**src/rtl/dec2bin_entry.sv**
```systemverilog
// Signed decimal keypad entry: debounces four push buttons, accumulates BCD digits
// and commits an 8-bit two's-complement value with a single-cycle strobe.
module dec2bin_entry #(
  parameter int DEBOUNCE_CYCLES = 1_000_000,
  parameter int MAX_DIGITS      = 3
) (
  input  logic       clk,
  input  logic       rst_n,
  input  logic [3:0] sw_digit,
  input  logic       btn_digit,
  input  logic       btn_sign,
  input  logic       btn_commit,
  input  logic       btn_clr,
  output logic [7:0] n,
  output logic       n_valid,
  output logic       neg,
  output logic [9:0] mag,
  output logic [1:0] digit_cnt,
  output logic       err,
  output logic       ovf
);

  // state | meaning
  // IDLE  | no digits entered
  // ENTRY | 1..MAX_DIGITS-1 digits entered
  // FULL  | MAX_DIGITS entered, further digits rejected
  typedef enum logic [1:0] {IDLE, ENTRY, FULL} state_t;

  localparam int              NB      = 4;
  localparam int              CW      = (DEBOUNCE_CYCLES > 1) ? $clog2(DEBOUNCE_CYCLES) : 1;
  localparam logic [CW-1:0]   DB_LOAD = CW'(DEBOUNCE_CYCLES - 1);
  localparam logic [1:0]      MAX_CNT = 2'(MAX_DIGITS);

  // Button index: 0 digit, 1 sign, 2 commit, 3 clear
  logic [NB-1:0]         btn_raw;
  logic [NB-1:0]         sync1_q, sync2_q;
  logic [NB-1:0]         stable_q, stable_d;
  logic [NB-1:0]         press_q, press_d;
  logic [NB-1:0][CW-1:0] db_cnt_q, db_cnt_d;

  assign btn_raw = {btn_clr, btn_commit, btn_sign, btn_digit};

  // Down-counter reloads whenever the synchronised input agrees with the debounced level
  always_comb begin
    stable_d = stable_q;
    db_cnt_d = db_cnt_q;
    for (int i = 0; i < NB; i++) begin
      if (sync2_q[i] == stable_q[i]) begin
        db_cnt_d[i] = DB_LOAD;
      end else if (db_cnt_q[i] == '0) begin
        stable_d[i] = sync2_q[i];
        db_cnt_d[i] = DB_LOAD;
      end else begin
        db_cnt_d[i] = db_cnt_q[i] - 1'b1;
      end
    end
    press_d = stable_d & ~stable_q;
  end

  always_ff @(posedge clk or negedge rst_n) begin
    if (!rst_n) begin
      sync1_q  <= '0;
      sync2_q  <= '0;
      stable_q <= '0;
      press_q  <= '0;
      db_cnt_q <= '0;
    end else begin
      sync1_q  <= btn_raw;
      sync2_q  <= sync1_q;
      stable_q <= stable_d;
      press_q  <= press_d;
      db_cnt_q <= db_cnt_d;
    end
  end

  state_t     state_q, state_d;
  logic [7:0] n_q, n_d;
  logic       n_valid_q, n_valid_d;
  logic       neg_q, neg_d;
  logic [9:0] mag_q, mag_d;
  logic [1:0] cnt_q, cnt_d;
  logic       err_q, err_d;
  logic       ovf_q, ovf_d;

  logic       clr_p, commit_p, digit_p, sign_p;
  logic [9:0] limit;

  assign clr_p    = press_q[3];
  assign commit_p = press_q[2] & ~clr_p;
  assign digit_p  = press_q[0] & ~press_q[2] & ~clr_p;
  assign sign_p   = press_q[1] & ~press_q[0] & ~press_q[2] & ~clr_p;
  assign limit    = neg_q ? 10'd128 : 10'd127;

  always_comb begin
    state_d   = state_q;
    n_d       = n_q;
    n_valid_d = 1'b0;
    neg_d     = neg_q;
    mag_d     = mag_q;
    cnt_d     = cnt_q;
    err_d     = err_q;
    ovf_d     = ovf_q;

    if (clr_p) begin
      state_d = IDLE;
      neg_d   = 1'b0;
      mag_d   = '0;
      cnt_d   = '0;
      err_d   = 1'b0;
      ovf_d   = 1'b0;
    end else if (commit_p) begin
      if (mag_q <= limit) begin
        n_d       = neg_q ? (~mag_q[7:0] + 8'd1) : mag_q[7:0];
        n_valid_d = 1'b1;
        ovf_d     = 1'b0;
      end else begin
        ovf_d = 1'b1;
      end
      state_d = IDLE;
      neg_d   = 1'b0;
      mag_d   = '0;
      cnt_d   = '0;
    end else if (digit_p) begin
      if ((sw_digit > 4'd9) || (state_q == FULL)) begin
        err_d = 1'b1;
      end else begin
        // 99*10+9 is the largest reachable result, so 10 bits never wrap
        mag_d   = mag_q * 10'd10 + {6'd0, sw_digit};
        cnt_d   = cnt_q + 2'd1;
        state_d = (cnt_d == MAX_CNT) ? FULL : ENTRY;
      end
    end else if (sign_p) begin
      neg_d = ~neg_q;
    end
  end

  always_ff @(posedge clk or negedge rst_n) begin
    if (!rst_n) begin
      state_q   <= IDLE;
      n_q       <= '0;
      n_valid_q <= 1'b0;
      neg_q     <= 1'b0;
      mag_q     <= '0;
      cnt_q     <= '0;
      err_q     <= 1'b0;
      ovf_q     <= 1'b0;
    end else begin
      state_q   <= state_d;
      n_q       <= n_d;
      n_valid_q <= n_valid_d;
      neg_q     <= neg_d;
      mag_q     <= mag_d;
      cnt_q     <= cnt_d;
      err_q     <= err_d;
      ovf_q     <= ovf_d;
    end
  end

  assign n         = n_q;
  assign n_valid   = n_valid_q;
  assign neg       = neg_q;
  assign mag       = mag_q;
  assign digit_cnt = cnt_q;
  assign err       = err_q;
  assign ovf       = ovf_q;

endmodule
```
**config.mk**
```make
export PLATFORM = sky130hd
export DESIGN_NAME = dec2bin_entry
export DESIGN_NICKNAME = d
export VERILOG_FILES = /design/src/rtl/dec2bin_entry.sv
export SDC_FILE = /design/constraint.sdc
export NUM_CORES = 1
export LEC_CHECK = 0
export ABC_AREA = 1
export CORE_AREA = 3 3 153 155
export DETAILED_ROUTE_END_ITERATION = 12
export DIE_AREA = 0 0 156 158
export GPL_ROUTABILITY_DRIVEN = 0
export GPL_TIMING_DRIVEN = 0
export PLACE_DENSITY_LB_ADDON = 0.05
export SLEW_MARGIN = 40
export SYNTH_ARGS = -nofsm -noshare
export SYNTH_HDL_FRONTEND = slang
export SYNTH_SLANG_ARGS = --single-unit
```
**constraint.sdc**
```tcl
create_clock -name clk -period 2.3 [get_ports clk]
set_input_delay 0.345 -clock clk [delete_from_list [all_inputs] [get_ports clk]]
set_output_delay 0.345 -clock clk [all_outputs]
set_load 0.005 [all_outputs]
```
Word-level counts from Yosys, hierarchy flattened
Cells that the tools add are included.
Widths: inputs -> output; s select.
{"block": "classes", "bitwise_logic": 13, "muxes": 45, "mul": 1, "add_sub_neg": 7, "n_reduce_logical": 14, "order_cmp": 2, "n_eq_ne": 9}
{"cell": "$mux 20", "n": 8}
{"cell": "$logic_not 20->1", "n": 4}
{"cell": "$sub 20x1->20 const B", "n": 4}
{"cell": "$mux 10", "n": 4}
{"cell": "$mux 1", "n": 22}
{"cell": "$mux 2", "n": 9}
{"cell": "$mux 8", "n": 2}
{"cell": "$add 10x4->10", "n": 1}
{"cell": "$le 10x8->1", "n": 1}
{"cell": "$mul 10x3->9 const B", "n": 1}
{"cell": "$add 8x1->8 const B", "n": 1}
{"cell": "$not 8->8", "n": 1}
{"cell": "$and 1x1->1", "n": 6}
{"cell": "$ne 3x3->1 const B", "n": 2}
{"cell": "$reduce_and 3->1", "n": 2}
{"cell": "$reduce_bool 2->1", "n": 3}
{"cell": "$reduce_bool 3->1", "n": 2}
{"cell": "$and 4x4->4", "n": 1}
{"cell": "$eq 1x1->1", "n": 4}
{"cell": "$eq 2x2->1 const B", "n": 2}
{"cell": "$gt 4x4->1 const B", "n": 1}
{"cell": "$not 1->1", "n": 4}
{"cell": "$not 4->4", "n": 1}
{"cell": "$reduce_and 2->1", "n": 2}
{"cell": "other kinds (3)", "n": 3}
{"block": "totals", "inputBits": 10, "reg_bits": 122, "word_cells": 107}

Logic depth before layout (Yosys ltp)
Gate-level depths: netlist of the first run.
{"block": "depth", "word_depth": 8, "mapped_depth": 13, "mapped_depth_nobuf": 13}

Least setup slack after synthesis of the first run
No wires, ideal clock.
{"block": "synth_timing", "path_kind": "reg-to-reg", "from": "reg mag_q[1], in the netlist mag[1]", "to": "reg mag_q[8], in the netlist mag[8]", "setup_slack_ps": 128, "t_arrival_ps": 2055, "period_less_slack_ps": 2172, "path_buffers": 0, "path_stages_with_launch": 10, "setup_ps": 118, "cell_sequence": "dfrtp_1 ha_1 ha_1 fa_1 inv_1 or2_0 nor2_1 nand3_1 nand3_1 nand2_1"}
{"block": "synth_via", "elab_chain_len": 6}
{"element": "start, declared", "line": "80", "source": "logic [9:0] mag_q, mag_d;"}
{"element": "start signal, assigned", "line": "152", "source": "mag_q <= mag_d;"}
{"element": "$mul 10x3->9", "line": "128", "source": "mag_d = mag_q * 10'd10 + {6'd0, sw_digit};"}
{"element": "$add 10x4->10", "line": "128"}
{"element": "$mux 10", "line": "124", "source": "if ((sw_digit > 4'd9) || (state_q == FULL)) begin"}
{"element": "$mux 10", "line": "123", "source": "end else if (digit_p) begin"}
{"element": "$mux 10", "line": "111", "source": "end else if (commit_p) begin"}
{"element": "$mux 10", "line": "104", "source": "if (clr_p) begin"}
Every way passes these cells. The select of a mux whose other input is x is not followed.
A chain may end at the register's enable or synchronous reset.

Worst setup path after layout of the first run
{"block": "layout_timing", "from": "reg mag_q[2], in the netlist mag[2]", "to": "reg mag_q[8], in the netlist mag[8]"}
The elaborated chain is that of the path after synthesis.

==> metrics list, run 1 <==
- Of the post-synthesis cell area, the part taken by muxes is 0.
* Cells taking the most area after synthesis: sky130_fd_sc_hd__dfrtp_1 (46%), sky130_fd_sc_hd__nand2_1 (9.9%), sky130_fd_sc_hd__nor2_1 (7.7%), sky130_fd_sc_hd__ha_1 (6.0%), sky130_fd_sc_hd__xor2_1 (5.3%)
- Cell count after synthesis: around 800
* Top cell type's share of synthesized area: 0.460
- Count of final max-slew check failures: 0
- Total nets after synthesis: approximately 840
- Cells along the critical path: ha_2 > ha_4 > fa_2 > inv_1 > or2_0 > nor2_2 > nand3_1 > nand3_1 > nand2_1
* Final worst path period share: 0.959
- Area inside the core boundary: 0.0220 mm2
- Using the TritonRoute via totals, the vias-per-cell ratio works out to 4.43.
- The die is approximately 160 um tall.
- The sequential cells in the finished layout cover a total of between 0.003 and 0.004 mm2.
- The number of global-route vias before repair is 5303.
- Critical Path Slowest Stage Cell: sky130_fd_sc_hd__fa_2
- The run finished with clean final reports.
- Entering global routing, the biggest net connects 63 pins.
- Summing all placed instances gives a cell area of ~0.0073 mm2.
* Cell area power density: between 600 and 700 mW/mm2
- Net count of the finished layout: around 900
- Area of all placed cells without fillers: between 0.008 and 0.009 mm2
- After synthesis the cells add up to between 0.006 and 0.007 mm2.
- Max-cap violations in this run came to 0.
- Worst clock skew: around 0.012 ns
- # diodes: 0
- The final hold violation count came to 0.
- The final layout contains routed wiring with a total length of ~15000 um.
- Iteration-0 DRC count of the detailed router: between 150 and 200
- The count of nets left with antenna violations once routing finished came out at 0.
- Final cell utilization of the core: 0.366
* Type of element capturing the critical path: flop
- CTS Root Cell: sky130_fd_sc_hd__clkbuf_16
* Clock period minus final worst setup slack: about 2.2 ns
* Layout cells sized above 1: 0.120
- Counting along the longest clock path gives a buffer depth of 2.
* Leak Pwr: ~3.6 nW
- HP Class: reg -> reg
- First-pass GRT wire length: around 26000 um
- Main combinational cell family by area after synthesis: simple AND/OR/NAND/NOR gates
- Setup WS post-layout: roughly 0.095 ns
- In this run the number of H-tree levels came out at 4.
* CP max FO: 6
- Xor/xnor share of the synthesized area: 0.0779
- Total number of vias: around 5100
- Initial core utilization: 0.302
* Final number of setup-violating endpoints: 0
- The share of the Yosys chip area taken by registers is 0.460.
- The synthesized-area fraction occupied by ao, oa, aoi and oai cells was 0.0506.
* Largest incremental delay on the critical path: ~0.55 ns
- Total power for the finished layout comes to 5.16 mW.
- In the final layout, the multi-input gates occupy approximately 0.0032 mm2.
- Startpoint type of the worst setup path: flop
* Number of antenna violations at the first check in global routing: 0
- Measured along the x axis, the die boundary spans between 150 and 200 um.
* HPWL reported at the end of detailed placement: 10700 um
- Counting the buffers created by CTS gives 17.
- The worst register-to-register path has a setup slack of ~0.095 ns.
- Top-level I/O count: 34
- Setup repair after global routing missed its margin: true
- The critical path is of the reg -> reg type.
- After synthesis the netlist holds a flip-flop and latch count of ~120.
* Slew at the pin closest to its max-slew limit: 0.518 ns
* Final-layout fill cell count: ~2300
- The die covers approximately 0.025 mm2.
- Prior to clock tree synthesis, the placed netlist has a worst setup slack of -0.146 ns.
* First-pass iteration count of the detailed router: 4
* CTS tree: built
* Clock slew at reported path FFs: roughly 0.06 ns
- Maximum operating frequency: 453 MHz
- Arr. time, crit path: about 2.5 ns
- Of the total synthesized cell area, the portion taken by full adders, half adders and majority gates is 0.0664.
- Dividing the detail-routed wire length by the instance count gives 13.0 um.
- Crit path required time: 2.59 ns
* Sinks on Clock Net: 122
* Synth Area per Inst: just over 8 um2
- Input and output buffers added on the ports amount to 33.
- Yosys printed 0 warnings.
- The netlist uses 35 different library cells.
- All-layer global routing usage: 0.131
- The biggest area contributor in the post-synthesis netlist is sky130_fd_sc_hd__dfrtp_1.
- The initialized floorplan defines 54 standard-cell rows.
* Signed area change from the synthesized netlist to the final layout: 21.4%
* Worst path most repeated cell: sky130_fd_sc_hd__nand3_1
* Total gr overflow: 0
- Measured against its own limit, the worst slew margin works out to 0.654.
- DRC viols: 0
* Most used cells in the layout excluding fill and tap cells: sky130_fd_sc_hd__nand2_1 (174), sky130_fd_sc_hd__nor2_1 (133), sky130_fd_sc_hd__dfrtp_1 (116), sky130_fd_sc_hd__inv_1 (91), sky130_fd_sc_hd__nand3_1 (52)
* Simple-gate share of the synthesized area: 0.279
- VDD sags by at most 0.369 mV.
- Worst hold-check slack: between 0.3 and 0.4 ns
- Clock network latency to the later pin of the worst-skew pair: 0.41 ns
- The library cell used most frequently in the layout, excluding fill and tap cells, is sky130_fd_sc_hd__nand2_1.
## power breakdown
part / switching [mW] / internal (mW)
clock network: 0.994 / 1.82
registers: 0.0164 / 2.17
logic: 0.107 / 0.0545
## per-layer routing
metal,part of all wire,global-route usage,vias up,routed length (um)
li1,-,-,2631,-
met4,0.011,0.0366,0,159
met1,0.51,0.178,2366,7540
met5,0,0,-,0
met2,0.44,0.207,72,6560
met3,0.043,0.0336,8,638
## per-stage QoR
stage	instances	setup TNS [ns]
floorplan	798	0
global placement	1111	-531.21
detailed placement	1112	-0.383
CTS	1146	0
global route	1146	-0.0293
finish	1146	0
## sequential cells by signal, summed over array words and instances (netlist names)
name and count:
db_cnt_q 80, ovf 1, sync1_q 4, n 8, press_q 4, digit_cnt 2
err 1, n_valid 1, neg 1, state_q 2, sync2_q 4, mag 10
stable_q 4
## final timing paths
check                                 from            to  cells after the start
worst min register to register  sync1_q[2]    sync2_q[2]                      0
min in group asynchronous            rst_n  db_cnt_q[51]                      2
worst max register to register      mag[2]        mag[8]                      9
worst min-delay path            sync1_q[2]    sync2_q[2]                      0
max in group asynchronous            rst_n           neg                      3
worst max-delay path                mag[2]        mag[8]                      9
## critical path, delay by kind of cell (launching register included)
family        cells  cell delay (ns)
simple gates      5             0.61
buf+inv           1             0.06
flops             1             0.48
fa+ha+maj         3             0.93
## cells by family (layout without fill, tap and decap cells)
| kind of cell | Yosys count | after routing |
|---|---|---|
| adders and majority gates | 34 | 34 |
| buffers and inverters | 104 | 172 |
| and+or+nand+nor | 423 | 423 |
| DFF | 122 | 122 |
| xor gates and xnor gates | 59 | 59 |
| AOI/OAI and AO/OA | 56 | 56 |
## area by class of cell
type | instances | share of cell area
inverter | 97 | 0.0452
buffer | 7 | 0.00902
tap | 280 | 0.0435
clock buffer | 21 | 0.0597
sequential | 122 | 0.380
multi-input combinational | 572 | 0.397
clock inverter | 10 | 0.0173
timing repair buffer | 37 | 0.0482
## cell usage after synthesis, drive strengths merged
| master | n |
|---|---|
| a31o | 1 |
| or2 | 6 |
| xnor2 | 19 |
| dfrtp | 122 |
| o21bai | 1 |
| nor4 | 1 |
| o22ai | 5 |
| nor2 | 148 |
| nand3b | 3 |
| nor3b | 2 |
| ha | 32 |
| fa | 2 |
| inv | 97 |
| o21ai | 36 |
| nor3 | 12 |
| o311ai | 2 |
| a31oi | 1 |
| xor2 | 40 |
| buf | 7 |
| nand4 | 12 |
| nand2b | 1 |
| nand2 | 183 |
| a21oi | 10 |
| nand3 | 55 |
## what timing repair did
item / in CTS / in global routing
endpoints found under the setup margin: 4 / 12
hold buffers: 1 / 0
setup buffers: 2 / 0
endpoints found under the hold margin: 61 / 0
pin swaps: 1 / 2
gates resized for setup: 5 / 11
(Power assumes the default switching activity.)
==> inputs of run 2 (changes only) <==
--- a/config.mk
+++ b/config.mk
@@ -12,6 +12,7 @@
 export GPL_ROUTABILITY_DRIVEN = 0
 export GPL_TIMING_DRIVEN = 0
 export PLACE_DENSITY_LB_ADDON = 0.05
+export SKIP_LAST_GASP = 1
 export SLEW_MARGIN = 40
 export SYNTH_ARGS = -nofsm -noshare
 export SYNTH_HDL_FRONTEND = slang
==> metrics list, run 2 (synthesis gave the netlist of run 1 again) <==
* Result of the run: complete, no violations
* Worst hold endpoint: sync2_q[2]
* Type of element capturing the critical path: flop
- Worst path most repeated cell: sky130_fd_sc_hd__nand3_1
- Clock tree synthesis selected as its root buffer the cell sky130_fd_sc_hd__clkbuf_16.
- # placed instances: 1112 (unchanged)
- Die Ht: 158 um (unchanged)
- The clock transition at the registers of the reported paths came to 0.06 ns (about the same).
* Commonest non-fill, non-tap cell in the layout: sky130_fd_sc_hd__nand2_1
- The post-layout total power is 5.16 mW (about the same).
- Final number of setup-violating endpoints: 0 (unchanged)
* HPWL reported at the end of detailed placement: 10700 um (unchanged)
* Startpoint type of the worst setup path: flop
- Combined area of the multi-input logic cells: 0.00318 mm2 (-0.47%)
- Hold violation count in the final report: 0 (unchanged)
- Slew at the pin closest to its max-slew limit: 0.518 ns (-0.0000326 ns)
- Area inside the core boundary: 0.0220 mm2 (unchanged)
* Count of final max-slew check failures: 0 (unchanged)
- The number of cells on the worst hold path was 0 (unchanged).
- Net count of the finished layout: 898 (unchanged)
* Area of all placed cells without fillers: 0.00803 mm2 (-0.22%)
- The startpoint identified for the worst register-to-register timing path is mag[2].
* Most used cells in the layout excluding fill and tap cells: sky130_fd_sc_hd__nand2_1 (174), sky130_fd_sc_hd__nor2_1 (133), sky130_fd_sc_hd__dfrtp_1 (118), sky130_fd_sc_hd__inv_1 (91), sky130_fd_sc_hd__nand3_1 (52)
* # diodes: 0 (unchanged)
- Total number of vias: 5079 (+0.039%)
- The pin count of the biggest net entering global routing is 63 (unchanged).
- FF-to-FF setup slack: 0.07 ns (-0.03 ns)
* Cells along the critical path: ha_1 > fa_2 > inv_1 > or2_0 > nor2_2 > nand3_1 > nand3_1 > nand2_1
- Final worst path period share: 0.970 (+0.0112)
- The total area of sequential cells is 0.00306 mm2 (about the same).
- The arrival time at the worst endpoint is 2.52 ns (+0.03 ns).
- Layout cells sized above 1: 0.115 (-0.00462)
- The first-pass GRT wire length was 25800 um (unchanged).
* Initial core utilization: 0.302 (unchanged)
* Slew margin rel.: 0.654 (about the same)
* All-layer global routing usage: 0.131 (unchanged)
- The latest clock arrival within the worst-skew pair came to 0.41 ns (about the same).
- The number of max-cap violations was 0 (unchanged).
- Setup repair after global routing missed its margin: true
* Leak Pwr: 3.65 nW (+0.26%)
- The most critical setup path has its startpoint at mag[2].
* Cell area power density: 643 mW/mm2 (+0.25%)
* Iteration-0 DRC count of the detailed router: 198 (+8.8%)
- The number of antenna violations at the first check in global routing came to 0 (unchanged).
- The count of H-tree levels built during CTS was 4 (unchanged).
* Maximum operating frequency: 448 MHz (-1.2%)
- CP max FO: 6 (unchanged)
- Number of global-route vias before repair: 5303 (unchanged)
- The required arrival time at the worst endpoint came to 2.59 ns (about the same).
- The number of placement rows is 54 (unchanged).
- The total I/O pin count came to 34 (unchanged).
* CTS Buffer Depth: 2 (unchanged)
- The setup clock skew after layout came to 0.0122 ns (-0.000142 ns).
- The area growth from synthesis to layout is 21.1%.
* CTS tree: built
- The total global routing overflow is 0 (unchanged).
* Largest Register: db_cnt_q
- The worst hold path belongs to the class reg -> reg.
- The filler-free cell count of the finished design is 1146 (unchanged).
* DRC viols: 0 (unchanged)
* Largest register FFs: 80 (unchanged)
* Floorplan die area: 0.0246 mm2 (unchanged)
* Largest incremental delay on the critical path: 0.61 ns (+0.06 ns)
- Antenna viol nets, final: 0 (unchanged)
* Worst hold-check slack: 0.349 ns (+0.00000100 ns)
- In this run the critical register-to-register path is captured at mag[8].
- The total of buffers placed on input and output ports came to 33 (unchanged).
* Final-layout fill cell count: 2270 (-0.044%)
- Maximum ir drop on the vdd rail: 0.369 mV (-0.16%)
* WS Path Type: reg -> reg
- Final-layout setup total negative slack: 0 ns (unchanged)
- CTS buffer count: 17 (unchanged)
- First-pass iteration count of the detailed router: 4 (unchanged)
* Via density per instance: 4.43 (about the same)
- Total length of routed wires: 14900 um (about the same)
- The die width came to 156 um (unchanged).
- The number of sinks on the clock net was 122 (unchanged).
- The final critical path time including I/O delays and setup was 2.23 ns (+0.0257 ns).
- The largest individual stage delay along the critical path comes from the cell sky130_fd_sc_hd__fa_2.
- The worst-case reg-to-reg path depth was 8 (-1).
- Placed cell areas: 0.00734 mm2 (unchanged)
- Routed WL per cell: 13.0 um (about the same)
- In this run the most critical hold path is launched from sync1_q[2].
[run 2: timing repair]
item,4_1_cts,5_1_grt
pin swaps,1,2
setup endpoints to repair,4,12
setup buffers,2,0
gates resized for setup,5,7
hold buffers,1,0
cloned,0,0
hold endpoints to repair,61,0
[run 2: layout make-up]
cell class | count | share of cell area
Timing Repair Buffer | 37 | 0.0483
Inverter | 97 | 0.0453
Buffer | 7 | 0.00904
Sequential cell | 122 | 0.381
Clock inverter | 10 | 0.0173
Clock buffer | 21 | 0.0598
Multi-Input combinational cell | 572 | 0.396
Tap cell | 280 | 0.0436
[run 2: worst max-delay path by stage]
stage / end / slack [ns] / cells after the start
4_1_cts: mag[8] / 0.009 / 9
3_3_place_gp: db_cnt_q[24] / -4.37 / 1
3_5_place_dp: mag[9] / -0.15 / 14
2_1_floorplan: mag[8] / 0.13 / 9
5_1_grt: mag[8] / -0.08 / 9
6_report: mag[8] / 0.07 / 8
[run 2: layer usage]
layer	wire (um)	share of wire	vias to the layer above	global-route usage
met3	548	0.037	8	0.0336
met2	6550	0.44	69	0.207
met4	159	0.011	0	0.0366
li1	-	-	2634	-
met5	0	0	-	0
met1	7630	0.51	2368	0.178
[run 2: through the flow]
step           utilization  worst slack, ns
3_5_place_dp         0.334           -0.146
5_1_grt              0.366          -0.0777
6_report             0.366           0.0692
2_1_floorplan            -            0.128
4_1_cts              0.364          0.00897
3_3_place_gp         0.333            -4.37
[run 2: critical path, delay by kind of cell, from the launching register on]
family | cells | cell delay, ns
flip-flops | 1 | 0.46
adder cells (fa/ha/maj) | 2 | 0.97
buffers and inverters | 1 | 0.06
AND/OR/NAND/NOR | 5 | 0.61
[run 2: power by group]
| group | internal (mW) | total, mW | switching (mW) |
|---|---|---|---|
| Combinational | 0.0545 | 0.161 | 0.107 |
| Sequential | 2.17 | 2.19 | 0.0164 |
| Clock | 1.82 | 2.81 | 0.996 |
==> inputs of run 3 (changes only) <==
--- a/config.mk
+++ b/config.mk
@@ -13,7 +13,7 @@
 export GPL_TIMING_DRIVEN = 0
 export PLACE_DENSITY_LB_ADDON = 0.05
 export SKIP_LAST_GASP = 1
-export SLEW_MARGIN = 40
+export SLEW_MARGIN = 20
 export SYNTH_ARGS = -nofsm -noshare
 export SYNTH_HDL_FRONTEND = slang
 export SYNTH_SLANG_ARGS = --single-unit
==> metrics list, run 3 (synthesis gave the netlist of run 1 again) <==
* Antenna viol nets, final: 0 (unchanged)
* Number of buffers inserted by port buffering: 33 (unchanged)
- The largest driver fanout on the critical path was 3 (-3).
- The total global routing overflow was 0 (unchanged).
- Maximum ir drop on the vdd rail: 0.335 mV (-9.1%)
- The run finished with clean final reports.
* H-tree lvl count: 4 (unchanged)
- The first-pass GRT wire length came to 25700 um (-0.51%).
* Count of final max-slew check failures: 0 (unchanged)
- In this run the most critical hold path is launched from sync1_q[1].
- Clock slew at reported path FFs: 0.06 ns (about the same)
- The cell sitting at the root of the clock tree is a sky130_fd_sc_hd__clkbuf_16.
- The overall fraction of global-route tracks in use is 0.130 (-0.000368).
- The setup clock skew after layout was 0.0105 ns (-0.00177 ns).
* Launch instance of the worst register-to-register path: mag[3]
- Row Count: 54 (unchanged)
- Type of element capturing the critical path: flop
* Clock network latency to the later pin of the worst-skew pair: 0.42 ns (about the same)
- Cell type group with the largest total delay on the critical path: adder cells
- The number of max-cap violations is 0 (unchanged).
- The final hold violation count came to 0 (unchanged).
- The clock tree buffer depth was 2 (unchanged).
* Cells along the critical path: ha_4 > ha_4 > fa_2 > inv_1 > or2_1 > nor2_2 > nand3_1 > nand3_1 > nand2_1
- Critical path startpoint: mag[3]
- The first-pass iteration count of the detailed router was 7 (+3).
- The worst max-slew margin expressed relative to the limit was 0.688 (+0.0337).
- Layout cells sized above 1: 0.125 (+0.00967)
- The post-route cell area came to 0.00806 mm2 (+0.33%).
* Width of the die: 156 um (unchanged)
- DRC viols: 0 (unchanged)
- Largest incremental delay on the critical path: 0.55 ns (-0.06 ns)
- The pin count of the biggest net entering global routing is 92 (+46%).
- Final worst path period share: 0.940 (-0.0297)
- The detailed placer's ending HPWL was 10600 um (-0.51%).
* Die Ht: 158 um (unchanged)
- Commonest non-fill, non-tap cell in the layout: sky130_fd_sc_hd__nand2_1
* Critical Path Slowest Stage Cell: sky130_fd_sc_hd__fa_2
- Floorplan die area: 0.0246 mm2 (unchanged)
- The DRC marker count from the first detailed-route iteration was 216 (+9.1%).
* Most used cells in the layout excluding fill and tap cells: sky130_fd_sc_hd__nand2_1 (174), sky130_fd_sc_hd__nor2_1 (134), sky130_fd_sc_hd__dfrtp_1 (116), sky130_fd_sc_hd__inv_1 (91), sky130_fd_sc_hd__nand3_1 (52)
- Signed area change from the synthesized netlist to the final layout: 21.5%
* Arr. time, crit path: 2.46 ns (-0.06 ns)
- The highest attainable clock frequency is 462 MHz (+3.2%).
- Placed cell areas: 0.00734 mm2 (unchanged)
* Setup repair after global routing missed its margin: false
* Final number of setup-violating endpoints: 0 (unchanged)
- The required arrival time at the worst endpoint came to 2.60 ns (about the same).
* FF-to-FF setup slack: 0.14 ns (+0.07 ns)
- The clock buffer count from CTS came to 17 (unchanged).
* # placed instances: 1112 (unchanged)
* Clock period minus final worst setup slack: 2.16 ns (-0.0684 ns)
* Startpoint type of the worst setup path: flop
- The count of inserted antenna diode cells is 0 (unchanged).
* Via density per instance: 4.47 (+0.90%)
* Largest register FFs: 80 (unchanged)
* Leak Pwr: 3.64 nW (-0.43%)
- The number of global-route vias before repair was 5308 (+0.094%).
- Cell area power density: 628 mW/mm2 (-2.3%)
* Largest Register: db_cnt_q
- The number of antenna violations at the first check in global routing came to 0 (unchanged).
* Total length of routed wires: 14900 um (-0.28%)
* Count of buffer and inverter cells on the critical path: 1 (unchanged)
* Count of non-filler cells in the finished layout: 1151 (+0.44%)
* Sinks on Clock Net: 122 (unchanged)
- Total number of vias: 5147 (+1.3%)
- The min-delay analysis places its worst path in the category reg -> reg.
- The average wire per cell in the routed design came to 12.9 um (-0.72%).
- Initial core utilization: 0.302 (unchanged)
* Area inside the core boundary: 0.0220 mm2 (unchanged)
* Net count of the finished layout: 902 (+0.45%)
- Slew at the pin closest to its max-slew limit: 0.464 ns (-0.0542 ns)
- CTS tree: built
* Top-level I/O count: 34 (unchanged)
* WS Path Type: reg -> reg
run 3: per-stage QoR:
step	setup TNS, ns	worst slack (ns)	hold WS [ns]	utilization	power [mW]
floorplan	0	0.128	0.0494	-	2.30
global placement	-531.21	-4.37	0.337	0.333	2.38
detailed placement	-0.368	-0.143	0.230	0.334	2.39
CTS	0	0.0201	0.342	0.363	5.17
global route	0	0.00800	0.354	0.367	5.27
finish	0	0.138	0.350	0.367	5.06
run 3: worst register-to-register path, delay by kind of cell, from the launching register on:
kind	cells	cell delay [ns]
buffers and inverters	1	0.05
adders and majority gates	3	0.96
DFF	1	0.44
and+or+nand+nor	5	0.59
run 3: worst paths after layout:
| path | to | cells after the start |
|---|---|---|
| min reg2reg | sync2_q[1] | 0 |
| min in group asynchronous | db_cnt_q[51] | 2 |
| max in group asynchronous | neg | 3 |
| max reg2reg | mag[8] | 9 |
| min | sync2_q[1] | 0 |
| max | mag[8] | 9 |
run 3: per-layer routing:
| metal | vias up | track usage | share of wire |
|---|---|---|---|
| met5 | - | 0 | 0 |
| li1 | 2644 | - | - |
| met3 | 15 | 0.0298 | 0.035 |
| met1 | 2419 | 0.175 | 0.50 |
| met4 | 0 | 0.0429 | 0.014 |
| met2 | 69 | 0.209 | 0.45 |
run 3: final cells by class:
| class | instances | area, um2 |
|---|---|---|
| fill | 2258 | 13900 |
| inverter | 97 | 364 |
| clock buffer | 17 | 425 |
| sequential | 122 | 3060 |
| timing repair buffer | 41 | 418 |
| multi-input combinational | 572 | 3200 |
| tap | 280 | 350 |
| buffer | 7 | 72.6 |
| clock inverter | 15 | 163 |
run 3: repair_timing:
| action | 4_1_cts | 5_1_grt |
|---|---|---|
| setup buffers | 2 | 4 |
| hold buffers | 1 | 0 |
| setup endpoints to repair | 6 | 3 |
| pin swaps | 1 | 8 |
| gates resized for setup | 6 | 11 |
| gates cloned | 0 | 0 |
| endpoints found under the hold margin | 31 | 0 |
run 3: power by group:
group	switching [mW]	internal [mW]	total, mW
sequential	0.0159	2.17	2.19
combinational	0.106	0.0546	0.161
clock	1.10	1.61	2.71
total	1.22	3.84	5.06
